===== config.mk =====
export PLATFORM = sky130hd
export DESIGN_NAME = fetch_stage
export DESIGN_NICKNAME = d
export VERILOG_FILES = /design/src/rtl/fetch_pkg.sv /design/src/rtl/fetch_fifo.sv /design/src/rtl/fetch_stage.sv
export SDC_FILE = /design/constraint.sdc
export NUM_CORES = 1
export LEC_CHECK = 0
export CORE_UTILIZATION = 52
export DETAILED_ROUTE_END_ITERATION = 10
export PLACE_DENSITY_LB_ADDON = 0.08
export SLEW_MARGIN = 5
export SYNTH_ARGS = -nofsm -noshare
export SYNTH_HDL_FRONTEND = slang
export SYNTH_SLANG_ARGS = --single-unit

===== constraint.sdc =====
create_clock -name clk -period 11.65 [get_ports clk]
set_input_delay 1.165 -clock clk [delete_from_list [all_inputs] [get_ports clk]]
set_output_delay 1.165 -clock clk [all_outputs]
set_load 0.1 [all_outputs]

===== src/rtl/fetch_pkg.sv =====
// Shared types and sizing helpers for the instruction fetch stage.
package fetch_pkg;

    localparam int unsigned INSTR_BYTES        = 4;
    localparam int unsigned XLEN               = 32;
    localparam int unsigned DEFAULT_FIFO_DEPTH = 4;

    typedef struct packed {
        logic [XLEN-1:0] pc;
        logic [XLEN-1:0] instr;
    } fetch_entry_t;

    // Counters must hold the value DEPTH itself, hence the extra bit.
    function automatic int unsigned cnt_width(input int unsigned depth);
        return $clog2(depth) + 1;
    endfunction

    localparam int unsigned DEFAULT_CNT_W = $clog2(DEFAULT_FIFO_DEPTH) + 1;
    typedef logic [DEFAULT_CNT_W-1:0] fetch_cnt_t;

endpackage


===== src/rtl/fetch_fifo.sv =====
// Synchronous FIFO with flush, registered head (no bypass), used for the fetch buffer
// and the in-flight request-PC queue.
module fetch_fifo
    import fetch_pkg::*;
#(
    parameter int unsigned WIDTH = 32,
    parameter int unsigned DEPTH = 4
) (
    input  logic                          clk,
    input  logic                          rst,
    input  logic                          flush_i,
    input  logic                          push_i,
    input  logic [WIDTH-1:0]              data_i,
    input  logic                          pop_i,
    output logic [WIDTH-1:0]              data_o,
    output logic [cnt_width(DEPTH)-1:0]   count_o,
    output logic                          empty_o,
    output logic                          full_o
);

    localparam int unsigned PW = (DEPTH > 1) ? $clog2(DEPTH) : 1;
    localparam int unsigned CW = cnt_width(DEPTH);

    logic [WIDTH-1:0] mem_q [DEPTH];
    logic [PW-1:0]    wr_ptr_q, wr_ptr_d;
    logic [PW-1:0]    rd_ptr_q, rd_ptr_d;
    logic [CW-1:0]    count_q, count_d;
    logic             do_push, do_pop;

    function automatic logic [PW-1:0] ptr_inc(input logic [PW-1:0] p);
        return (p == PW'(DEPTH - 1)) ? '0 : p + PW'(1);
    endfunction

    assign full_o  = (count_q == CW'(DEPTH));
    assign empty_o = (count_q == '0);
    assign do_push = push_i && !full_o;
    assign do_pop  = pop_i && !empty_o;
    assign data_o  = mem_q[rd_ptr_q];
    assign count_o = count_q;

    always_comb begin
        wr_ptr_d = wr_ptr_q;
        rd_ptr_d = rd_ptr_q;
        count_d  = count_q;
        if (do_push) wr_ptr_d = ptr_inc(wr_ptr_q);
        if (do_pop)  rd_ptr_d = ptr_inc(rd_ptr_q);
        case ({do_push, do_pop})
            2'b10:   count_d = count_q + CW'(1);
            2'b01:   count_d = count_q - CW'(1);
            default: count_d = count_q;
        endcase
    end

    // Storage is reset so the head reads as zero straight out of reset.
    always_ff @(posedge clk or posedge rst) begin
        if (rst) begin
            for (int i = 0; i < int'(DEPTH); i++) mem_q[i] <= '0;
            wr_ptr_q <= '0;
            rd_ptr_q <= '0;
            count_q  <= '0;
        end else if (flush_i) begin
            wr_ptr_q <= '0;
            rd_ptr_q <= '0;
            count_q  <= '0;
        end else begin
            if (do_push) mem_q[wr_ptr_q] <= data_i;
            wr_ptr_q <= wr_ptr_d;
            rd_ptr_q <= rd_ptr_d;
            count_q  <= count_d;
        end
    end

endmodule


===== src/rtl/fetch_stage.sv =====
// Instruction fetch stage: owns the PC, issues credit-limited word requests, buffers
// responses and hands {pc, instr} to decode; EX redirects flush and restart fetch.
module fetch_stage
    import fetch_pkg::*;
#(
    parameter logic [31:0] RESET_PC   = 32'h0000_0000,
    parameter int unsigned FIFO_DEPTH = 4
) (
    input  logic        clk,
    input  logic        rst,
    output logic        imem_req_valid,
    input  logic        imem_req_ready,
    output logic [31:0] imem_req_addr,
    input  logic        imem_rsp_valid,
    input  logic [31:0] imem_rsp_data,
    input  logic        redirect_valid,
    input  logic [31:0] redirect_pc,
    output logic        id_valid,
    input  logic        id_ready,
    output logic [31:0] id_pc,
    output logic [31:0] id_instr
);

    localparam int unsigned CW = cnt_width(FIFO_DEPTH);
    localparam int unsigned EW = $bits(fetch_entry_t);
    localparam logic [CW:0] DEPTH_C = (CW + 1)'(FIFO_DEPTH);

    logic [31:0]   pc_q, pc_d;
    logic [CW-1:0] out_q, out_d;     // outstanding requests, stale ones included
    logic [CW-1:0] disc_q, disc_d;   // leading responses still to be discarded
    logic [CW-1:0] buf_count, pcq_count;
    logic [CW:0]   credit_sum;
    logic          buf_empty, buf_full, pcq_empty, pcq_full;
    logic          req_fire, rsp_keep, id_pop;
    logic [31:0]   pcq_head;
    logic [EW-1:0] head_bits;
    fetch_entry_t  push_entry, head_entry;

    assign credit_sum     = {1'b0, out_q} + {1'b0, buf_count};
    assign imem_req_valid = !rst && !redirect_valid && (credit_sum < DEPTH_C);
    assign imem_req_addr  = pc_q;
    assign req_fire       = imem_req_valid && imem_req_ready;

    assign rsp_keep       = imem_rsp_valid && (disc_q == '0) && !redirect_valid;
    assign push_entry.pc    = pcq_head;
    assign push_entry.instr = imem_rsp_data;

    assign id_valid   = !buf_empty && !redirect_valid;
    assign id_pop     = id_valid && id_ready;
    assign head_entry = head_bits;
    assign id_pc      = head_entry.pc;
    assign id_instr   = head_entry.instr;

    // On redirect everything still in flight becomes stale and is counted off later.
    always_comb begin
        pc_d   = pc_q;
        disc_d = disc_q;
        out_d  = out_q + CW'(req_fire) - CW'(imem_rsp_valid);
        if (redirect_valid) begin
            pc_d   = redirect_pc & ~32'(INSTR_BYTES - 1);
            disc_d = out_q - CW'(imem_rsp_valid);
        end else begin
            if (req_fire) pc_d = pc_q + 32'(INSTR_BYTES);
            if (imem_rsp_valid && (disc_q != '0)) disc_d = disc_q - CW'(1);
        end
    end

    always_ff @(posedge clk or posedge rst) begin
        if (rst) begin
            pc_q   <= RESET_PC;
            out_q  <= '0;
            disc_q <= '0;
        end else begin
            pc_q   <= pc_d;
            out_q  <= out_d;
            disc_q <= disc_d;
        end
    end

    fetch_fifo #(.WIDTH(EW), .DEPTH(FIFO_DEPTH)) u_buf (
        .clk     (clk),
        .rst     (rst),
        .flush_i (redirect_valid),
        .push_i  (rsp_keep),
        .data_i  (push_entry),
        .pop_i   (id_pop),
        .data_o  (head_bits),
        .count_o (buf_count),
        .empty_o (buf_empty),
        .full_o  (buf_full)
    );

    // PCs of live (non-stale) requests, popped as their responses return.
    fetch_fifo #(.WIDTH(32), .DEPTH(FIFO_DEPTH)) u_pcq (
        .clk     (clk),
        .rst     (rst),
        .flush_i (redirect_valid),
        .push_i  (req_fire),
        .data_i  (pc_q),
        .pop_i   (rsp_keep),
        .data_o  (pcq_head),
        .count_o (pcq_count),
        .empty_o (pcq_empty),
        .full_o  (pcq_full)
    );

    a_buf_no_push_full: assert property (@(posedge clk) disable iff (rst)
        !(rsp_keep && buf_full));
    a_pcq_no_push_full: assert property (@(posedge clk) disable iff (rst)
        !(req_fire && pcq_full));
    a_pcq_no_pop_empty: assert property (@(posedge clk) disable iff (rst)
        !(rsp_keep && pcq_empty));
    a_out_no_underflow: assert property (@(posedge clk) disable iff (rst)
        !(imem_rsp_valid && (out_q == '0)));
    a_pcq_tracks_live: assert property (@(posedge clk) disable iff (rst)
        pcq_count == (out_q - disc_q));
    a_addr_aligned: assert property (@(posedge clk) disable iff (rst)
        imem_req_addr[1:0] == 2'b00);

endmodule

# After elaboration in Yosys (flattened, before gate mapping)
# Index checks and enable logic that the tools add are counted.
# classes
eq_ne	10
muxes	32
bitwise_logic	5
n_lt_le_gt_ge	7
addsub	14
n_reduce_logical	34
# op_table
op	count
$bwmux W256	1
$mux W64	3
$mux W32	5
$bmux W64 S2	1
$bwmux W128	1
$demux W64 S2	1
$bmux W32 S2	1
$demux W32 S2	1
$add A32 B3 Y32 const B	1
$mux W2	12
$logic_and A1 B1 Y1	14
$eq A2 B2 Y1 const B	6
$ge A3 B3 Y1 const B	4
$mux W3	4
$not A2 Y3	4
$pmux W3 S2	2
$reduce_bool A2 Y1	6
$logic_not A3 Y1	3
$reduce_bool A3 Y1	3
$sub A3 B1 Y3 const B	3
$add A2 B1 Y2 const B	4
$add A3 B1 Y3 const B	2
$eq A3 B3 Y1 const B	2
$logic_not A1 Y1	6
8 further kinds	12
# word_totals
regBits	436
word_cells	119
out_inout_bits	98

# Logic depth before layout (Yosys ltp)
# Gate-level depths: netlist of the first run.
# logic_depth
depth_word	8
ltp_mapped	11

# Modules after synthesis
# Synthesis of the first run repeated with hierarchy kept, for this count alone.
# unflattened
cells_unflattened	1329
area_unflattened_um2	19835.3
# by_module_without_submodules
module	instances	area_each_um2	cells_each
fetch_fifo at u_buf	1	11477.3	682
fetch_fifo at u_pcq	1	6037.0	376
fetch_stage	1	2321.0	271

# Worst setup path before layout of the first run
# No wires, ideal clock.
# synth_timing
path_type	input-to-reg
from	input port redirect_valid
to	register u_buf.count_q[1], in the netlist u_buf.count_o[1]
arrival_time_ns	4.046
n_path_buf	2
setup_slack_ns	7.473
path_stages	8
required_time_ns	11.519
cell_sequence	clkbuf_1 a21oi_1 and2_1 clkbuf_1 nor2b_1 fa_1 inv_1 o22ai_1
# synth_via
elab_chain_len	7
word_cells_on_any_way	11
# synth_rtl
element	line_no	source
from (decl)	fetch_stage.sv:16	input logic redirect_valid,
$logic_not A1 Y1 (*)	fetch_stage.sv:48	assign id_valid = !buf_empty && !redirect_valid;
$logic_and A1 B1 Y1 (*)	fetch_stage.sv:48	
via id_valid	fetch_stage.sv:18	output logic id_valid,
$logic_and A1 B1 Y1 (*)	fetch_stage.sv:49	assign id_pop = id_valid && id_ready;
$logic_and A1 B1 Y1 (*)	fetch_fifo.sv:37	assign do_pop = pop_i && !empty_o;
$eq A2 B1 Y1 or $eq A2 B2 Y1 (tied branches)	fetch_fifo.sv:47	case ({do_push, do_pop})
$pmux W3 S2	fetch_fifo.sv:47	
$mux W3	fetch_fifo.sv:61	end else if (flush_i) begin
to (signal assigned)	fetch_fifo.sv:69	count_q <= count_d;
to (decl)	fetch_fifo.sv:27	logic [CW-1:0] count_q, count_d;
# The timed path passes the listed nets; every way through them passes the cells marked *.
# A chain may end at the register's enable or synchronous reset.

# Final worst setup path of the first run
# layout_timing
from	register u_buf.rd_ptr_q[0]
to	output port id_pc[15]
# layout_via
elab_chain_len	4
# layout_rtl
element	line_no	source
from (decl)	fetch_fifo.sv:26	logic [PW-1:0] rd_ptr_q, rd_ptr_d;
from (signal assigned)	fetch_fifo.sv:68	rd_ptr_q <= rd_ptr_d;
$not A2 Y3 (not written as such)	fetch_fifo.sv:38	assign data_o = mem_q[rd_ptr_q];
$bmux W64 S2	fetch_fifo.sv:38	
$mux W64 (not written as such) (2 in series)	fetch_fifo.sv:38	
to (decl)	fetch_stage.sv:20	output logic [31:0] id_pc,
# Every way passes these cells. The select of a mux whose other input is x is not followed.

==> results of run 1 <==
[where the power goes]
part	total [mW]	switching [mW]	internal [mW]
Sequential	1.94	0.192	1.75
Clock	1.37	0.551	0.819
Combinational	1.96	1.29	0.668
Total	5.27	2.03	3.24
[flip-flops by register name, indices dropped and copies added, names as in the netlist, 3 cells and up]
name and cells:
u_pcq.mem_q 120, out_q 3, u_buf.mem_q 248, u_buf.count_o 3, disc_q 3, imem_req_addr 30
u_pcq.count_o 3
[final cells by class]
type	instances	area, um2
clock inverter	4	48.8
timing repair buffer	174	1730
fill	2729	13500
clock buffer	71	1370
sequential	418	10500
inverter	17	67.6
tap	461	577
multi-input combinational	735	8070
[synthesized netlist by cell type, drive strengths merged (4+ instances only)]
library cell | instances | area share [%]
a21oi | 13 | 0.40
a31oi | 4 | 0.13
and4 | 4 | 0.18
buf | 56 | 1.9
clkbuf | 34 | 0.68
dfrtp | 418 | 55
ha | 19 | 1.2
inv | 17 | 0.33
mux2 | 371 | 22
mux2i | 7 | 0.37
mux4 | 93 | 11
nand2 | 52 | 1.2
nand3 | 20 | 0.55
nand3b | 5 | 0.20
nand4 | 13 | 0.43
nor2 | 27 | 0.53
nor2b | 8 | 0.26
nor3 | 4 | 0.16
o211ai | 9 | 0.35
o21ai | 28 | 0.74
o311ai | 5 | 0.23
or3 | 4 | 0.13
xnor2 | 5 | 0.23
xor2 | 7 | 0.32
[path summary, 6_finish.rpt]
kind                       slack (ns)  depth (start not counted)              start                end
max                              6.70                          3  u_buf.rd_ptr_q[0]          id_pc[15]
max reg2reg                      8.61                          8   u_buf.count_o[2]    u_pcq.mem_q[56]
min                              0.49                          1    u_pcq.mem_q[45]    u_pcq.mem_q[45]
min reg2reg                      0.49                          1    u_pcq.mem_q[45]    u_pcq.mem_q[45]
max in group asynchronous        8.61                          4                rst  u_buf.rd_ptr_q[0]
min in group asynchronous        0.94                          2                rst           out_q[1]
[through the flow]
step	area, um2	hold WS (ns)	cells	power, mW
finish	22300	0.485	1880	5.27
global route	22300	0.498	1880	5.50
CTS	22300	0.489	1880	5.33
detailed placement	20900	0.475	1805	3.94
global placement	20900	0.469	1805	3.90
floorplan	19100	0.459	1260	3.49
[cells in the final DEF, fill, tap and decap left out, drive strengths merged, types with 4 or more instances in the layout]
cell type and instances:
mux2i 7, or3 4, mux4 93, nand2 52
clkdlybuf4s50 160, a21oi 13, conb 4, nor2b 8
a31oi 4, xor2 7, nor2 27, buf 14
and4 4, o21ai 28, o211ai 9, nand4 13
o311ai 5, nor3 4, ha 19, nand3 20
dfrtp 418, mux2 371, inv 17, clkbuf 71
xnor2 5, nand3b 5
[logic make-up (layout without fill, tap and decap cells)]
logic type	after synthesis	in the layout	synth area share (%)
fa+ha+maj	22	22	1.56
simple gates	151	151	4.26
mux	471	471	33.3
flops	418	418	54.9
xor+xnor	12	12	0.551
other cells	1	4	0.0197
buf+inv	107	266	2.91
compound gates	75	75	2.55
[routing by layer]
metal / routed length (um) / share of wire, %
met5: 0 / 0
met3: 1630 / 4.1
met1: 18300 / 46
met2: 19000 / 48
met4: 609 / 1.5
[critical path: cells and delay by family (launching register included)]
kind / cells / cell delay (ns)
buf+inv: 2 / 1.83
flops: 1 / 0.74
mux: 1 / 0.60
==> flow_metrics.tcl, run 1 <==
set metrics [dict create \
    hpwl_mm 23.2 \
    power.density_nw_per_um2 236 \
    peakVddDrop_v 0.000116 \
    clockBufferDepth 3 \
    setup-violations-final 0 \
    path_max_fanout 44 \
    drt_iter0_drc 506 \
    outcome "complete, but fails checks" \
    pre_cts_ws_ns 7.16 \
    clockRootBuffer "clkbuf_16" \
    finalWirelength_mm 39.6 \
    syn2layout_area_growth_pct 17.1 \
    critPathLaunchType "flip-flop" \
    crit_path_top_delay_cell "clkdlybuf4s50_1" \
    grt_pass1_vias 11600 \
    drc 16 \
    rows 69 \
    met2_usage_pct 35.7 \
    wire_per_inst_um 21.0 \
    cts_setup_buffers 0 \
    postCtsHoldBufs 0 \
    slowest_delay_ns 1.03 \
    portBuffers 161 \
    tritoncts "built" \
    worst_slack_ns 6.70 \
    grt_setup_unrepaired "no" \
    synth.distinct_cells 55 \
    hold_viol 0 \
    avgSynthCellArea_um2 15.2 \
    start_util_pct 53.2 \
    synth_area_um2 19100 \
    worst_pin_slew_ns 1.09 \
    antenna_found_initial 0 \
    die_y_um 193 \
    p_leak_nw 10.3 \
    skew_ns 0.0134 \
    grtUsageMet3_pct 3.35 \
    cts_buffers 45 \
    ys.flop_type "dfrtp_1" \
    period_minus_slack_ns 4.95 \
    utilization_pct 62.3 \
    dr_total_vias 11000 \
    grt-ovfl-total 0 \
    yosysSeqAreaShare_pct 54.9 \
    grt_use_met1_pct 30.7 \
    io_pins 168 \
    ys_async_sr_fraction_pct 100 \
    grt_util_all_layers_pct 21.7 \
    synth_edf_count 0 \
    drv_cap 0 \
    cts_resized 0 \
    path_clk_slew_ns 0.06 \
    finalCritPeriodShare_pct 42.5 \
    finalNetCount 1483 \
    crit_chain "buf_4, mux4_2, clkdlybuf4s50_1" \
    maxSlewViolCount 0 \
    timing.slew.headroom_pct 27.1 \
    diodes 0 \
    fmax_ghz 0.202 \
    htreeDepth 2 \
    grt.busiest_layer "met2" \
    core_um2 35800 \
    grt_start_max_net_pins 172 \
    design.die.area_um2 37400 \
    hold_class "flip-flop to flip-flop" \
    gp_congestion 0.780 \
    clkSinkCount 418 \
    syn_inst 1257 \
    crit_arrival_ns 3.78 \
    grt_pass1_wl_mm 64.3 \
    ant_nets 0 \
    failed_checks "design-rule violations" \
    drtPass1Iterations 10 \
    yosys_warnings 0 \
    viasPerCell 5.85 \
    synth_seq_cells 418 \
    drive_gt1_share_pct 37.2 \
    end_kind "output pin" \
    clk_latency_ns 0.54 \
    die_w_um 193 \
    worstPathRequired_ns 10.49 \
    tns_ns 0 \
    crit_type "flip-flop to output pin" \
]
Note: power is estimated with default switching activity, not from simulation.
==> inputs of run 2 (changes only) <==
CORE_UTILIZATION = 55   (was 52)
clock period = 4.75 ns   (was 11.65 ns; I/O delays follow)
==> run 2 against run 1 <==
The flow now finishes without violations. Global-route usage is 1.3 points higher. Sequential cell count did not move. Die area decreased by 5.4%. Combinational power up 140%. Count of clock-buffer cells in the layout down 8. Core utilization is 4.0 points higher. Routed wire length down 1.2%. Critical path type unchanged. Highest routed layer unchanged.
==> flow_metrics.tcl, run 2 (synthesized netlist as in run 1, its figures left out) <==
set metrics [dict create \
    syn2layout_area_growth_pct 17.5 \
    crit_arrival_ns 3.22 \
    combPwrFrac_pct 36.5 \
    start_util_pct 56.4 \
    rows 67 \
    die_y_um 188 \
    grt_start_max_net_pins 90 \
    io_pins 168 \
    clockBufferDepth 3 \
    fmax_ghz 0.270 \
    clockRootBuffer "clkbuf_16" \
    cts_buffers 44 \
    grt_pass1_wl_mm 64.2 \
    drv_cap 0 \
    reg2reg_depth 7 \
    diodes 0 \
    worst_pin_slew_ns 1.11 \
    hold_class "primary input to flip-flop" \
    path_max_fanout 41 \
    path_clk_slew_ns 0.06 \
    grt_pass1_vias 11700 \
    drc 0 \
    dr_total_vias 11100 \
    clk_latency_ns 0.53 \
    layout_common_cells "414 x dfrtp_1, 339 x mux2_2, 132 x clkdlybuf4s50_1, 93 x mux4_2, 45 x clkbuf_16" \
    critPathLaunchType "flip-flop" \
    finalWirelength_mm 39.1 \
    grt_util_all_layers_pct 23.0 \
    p_switching_mw 5.01 \
    maxSlewViolCount 0 \
    peakVddDrop_v 0.000387 \
    drt_iter0_drc 499 \
    drtPass1Iterations 5 \
    n_fill_cell 2407 \
    r2r-start "disc_q[0]" \
    largest_reg_flops 248 \
    end_kind "output pin" \
    cts_resized 0 \
    layout_commonest_cell "dfrtp_1" \
    antenna_found_initial 0 \
    clock_power_share_pct 26.7 \
    timing.slew.headroom_pct 25.8 \
    core_um2 33800 \
    swShare_pct 38.5 \
    die_w_um 188 \
    clkSinkCount 418 \
    p_int_mw 8.00 \
    skew_ns 0.0129 \
    period_minus_slack_ns 3.70 \
    cp-endpoint "id_pc[15]" \
    grt-ovfl-total 0 \
    hpwl_mm 23.1 \
    design.die.area_um2 35400 \
    p_leak_nw 10.5 \
    portBuffers 161 \
    viasPerCell 5.92 \
    gp_congestion 0.786 \
    largest_register "u_buf.mem_q" \
    r2r_setup_slack_ns 1.97 \
    outcome "completed" \
    cts_setup_buffers 0 \
    hold_viol 0 \
    power.density_nw_per_um2 580 \
    postCtsHoldBufs 0 \
    worstPathRequired_ns 4.28 \
    tns_ns 0 \
    crit_type "flip-flop to output pin" \
    tritoncts "built" \
    setup-violations-final 0 \
    grt_setup_unrepaired "no" \
    r2r_end "u_buf.mem_q[235]" \
    finalNetCount 1482 \
    timing.critical_path.from "u_buf.rd_ptr_q[0]" \
    utilization_pct 66.3 \
    wire_per_inst_um 20.9 \
    drive_gt1_share_pct 40.0 \
    seqPwrFrac_pct 36.8 \
    htreeDepth 2 \
    ant_nets 0 \
    finalCritPeriodShare_pct 77.8 \
]
[run 2: cell count changes in the layout (fill, tap and decap cells not counted), sizes merged]
| cell | before | now |
|---|---|---|
| clkinv | 2 | 10 |
| clkdlybuf4s50 | 160 | 132 |
| buf | 14 | 42 |
| bufinv | 1 | 3 |
| clkinvlp | 1 | 2 |
| clkbuf | 71 | 63 |
| inv | 17 | 16 |
[run 2: area by class of cell]
| cell class | instances | area (um2) | share of cell area (%) |
|---|---|---|---|
| Clock buffer | 63 | 1330 | 5.95 |
| Clock inverter | 14 | 148 | 0.659 |
| Inverter | 17 | 67.6 | 0.302 |
| Multi-Input combinational cell | 735 | 8070 | 36.0 |
| Sequential cell | 418 | 10500 | 46.7 |
| Tap cell | 448 | 561 | 2.50 |
| Timing Repair Buffer | 174 | 1760 | 7.85 |
[run 2: worst max-delay path: stages (launching register included)]
cell and delay [ns]:
dfrtp_4 1.03, mux4_2 0.60, clkdlybuf4s50_1 1.03
[run 2: how the worst min path moves through the flow]
stage / from / cells past startpoint / slack (ns) / to
after floorplan: u_pcq.mem_q[45] / 1 / 0.46 / u_pcq.mem_q[45]
after global placement: u_pcq.mem_q[83] / 1 / 0.47 / u_pcq.mem_q[83]
after detailed placement: u_pcq.mem_q[45] / 1 / 0.48 / u_pcq.mem_q[45]
after CTS: redirect_valid / 2 / 0.31 / u_buf.count_o[2]
after global routing: redirect_valid / 2 / 0.35 / disc_q[1]
final: redirect_valid / 2 / 0.33 / u_buf.count_o[2]
[run 2: per-layer routing]
layer	share of wire, %	global-route usage (%)
met3	4.2	3.04
met1	46	33.3
met5	0	0
met2	48	37.0
met4	1.6	5.91
[run 2: power groups by stage]
stage,Combinational [mW],Sequential (mW),Clock [mW]
final,4.75,4.79,3.47
after global placement,4.71,4.81,0
after global routing,4.98,4.90,3.69
after floorplan,3.71,4.85,0
after detailed placement,4.78,4.85,0
after CTS,4.79,4.79,3.54
[run 2: metrics by stage]
stage	setup WS, ns	power (mW)	cell area, um2	hold WS, ns	cells
6_report	1.05	13.0	22400	0.333	1869
5_1_grt	0.903	13.6	22400	0.346	1869
4_1_cts	0.964	13.1	22400	0.311	1869
3_5_place_dp	1.53	9.63	20900	0.477	1792
3_3_place_gp	1.56	9.52	20900	0.468	1792
2_1_floorplan	-1.36	8.56	19100	0.459	1260
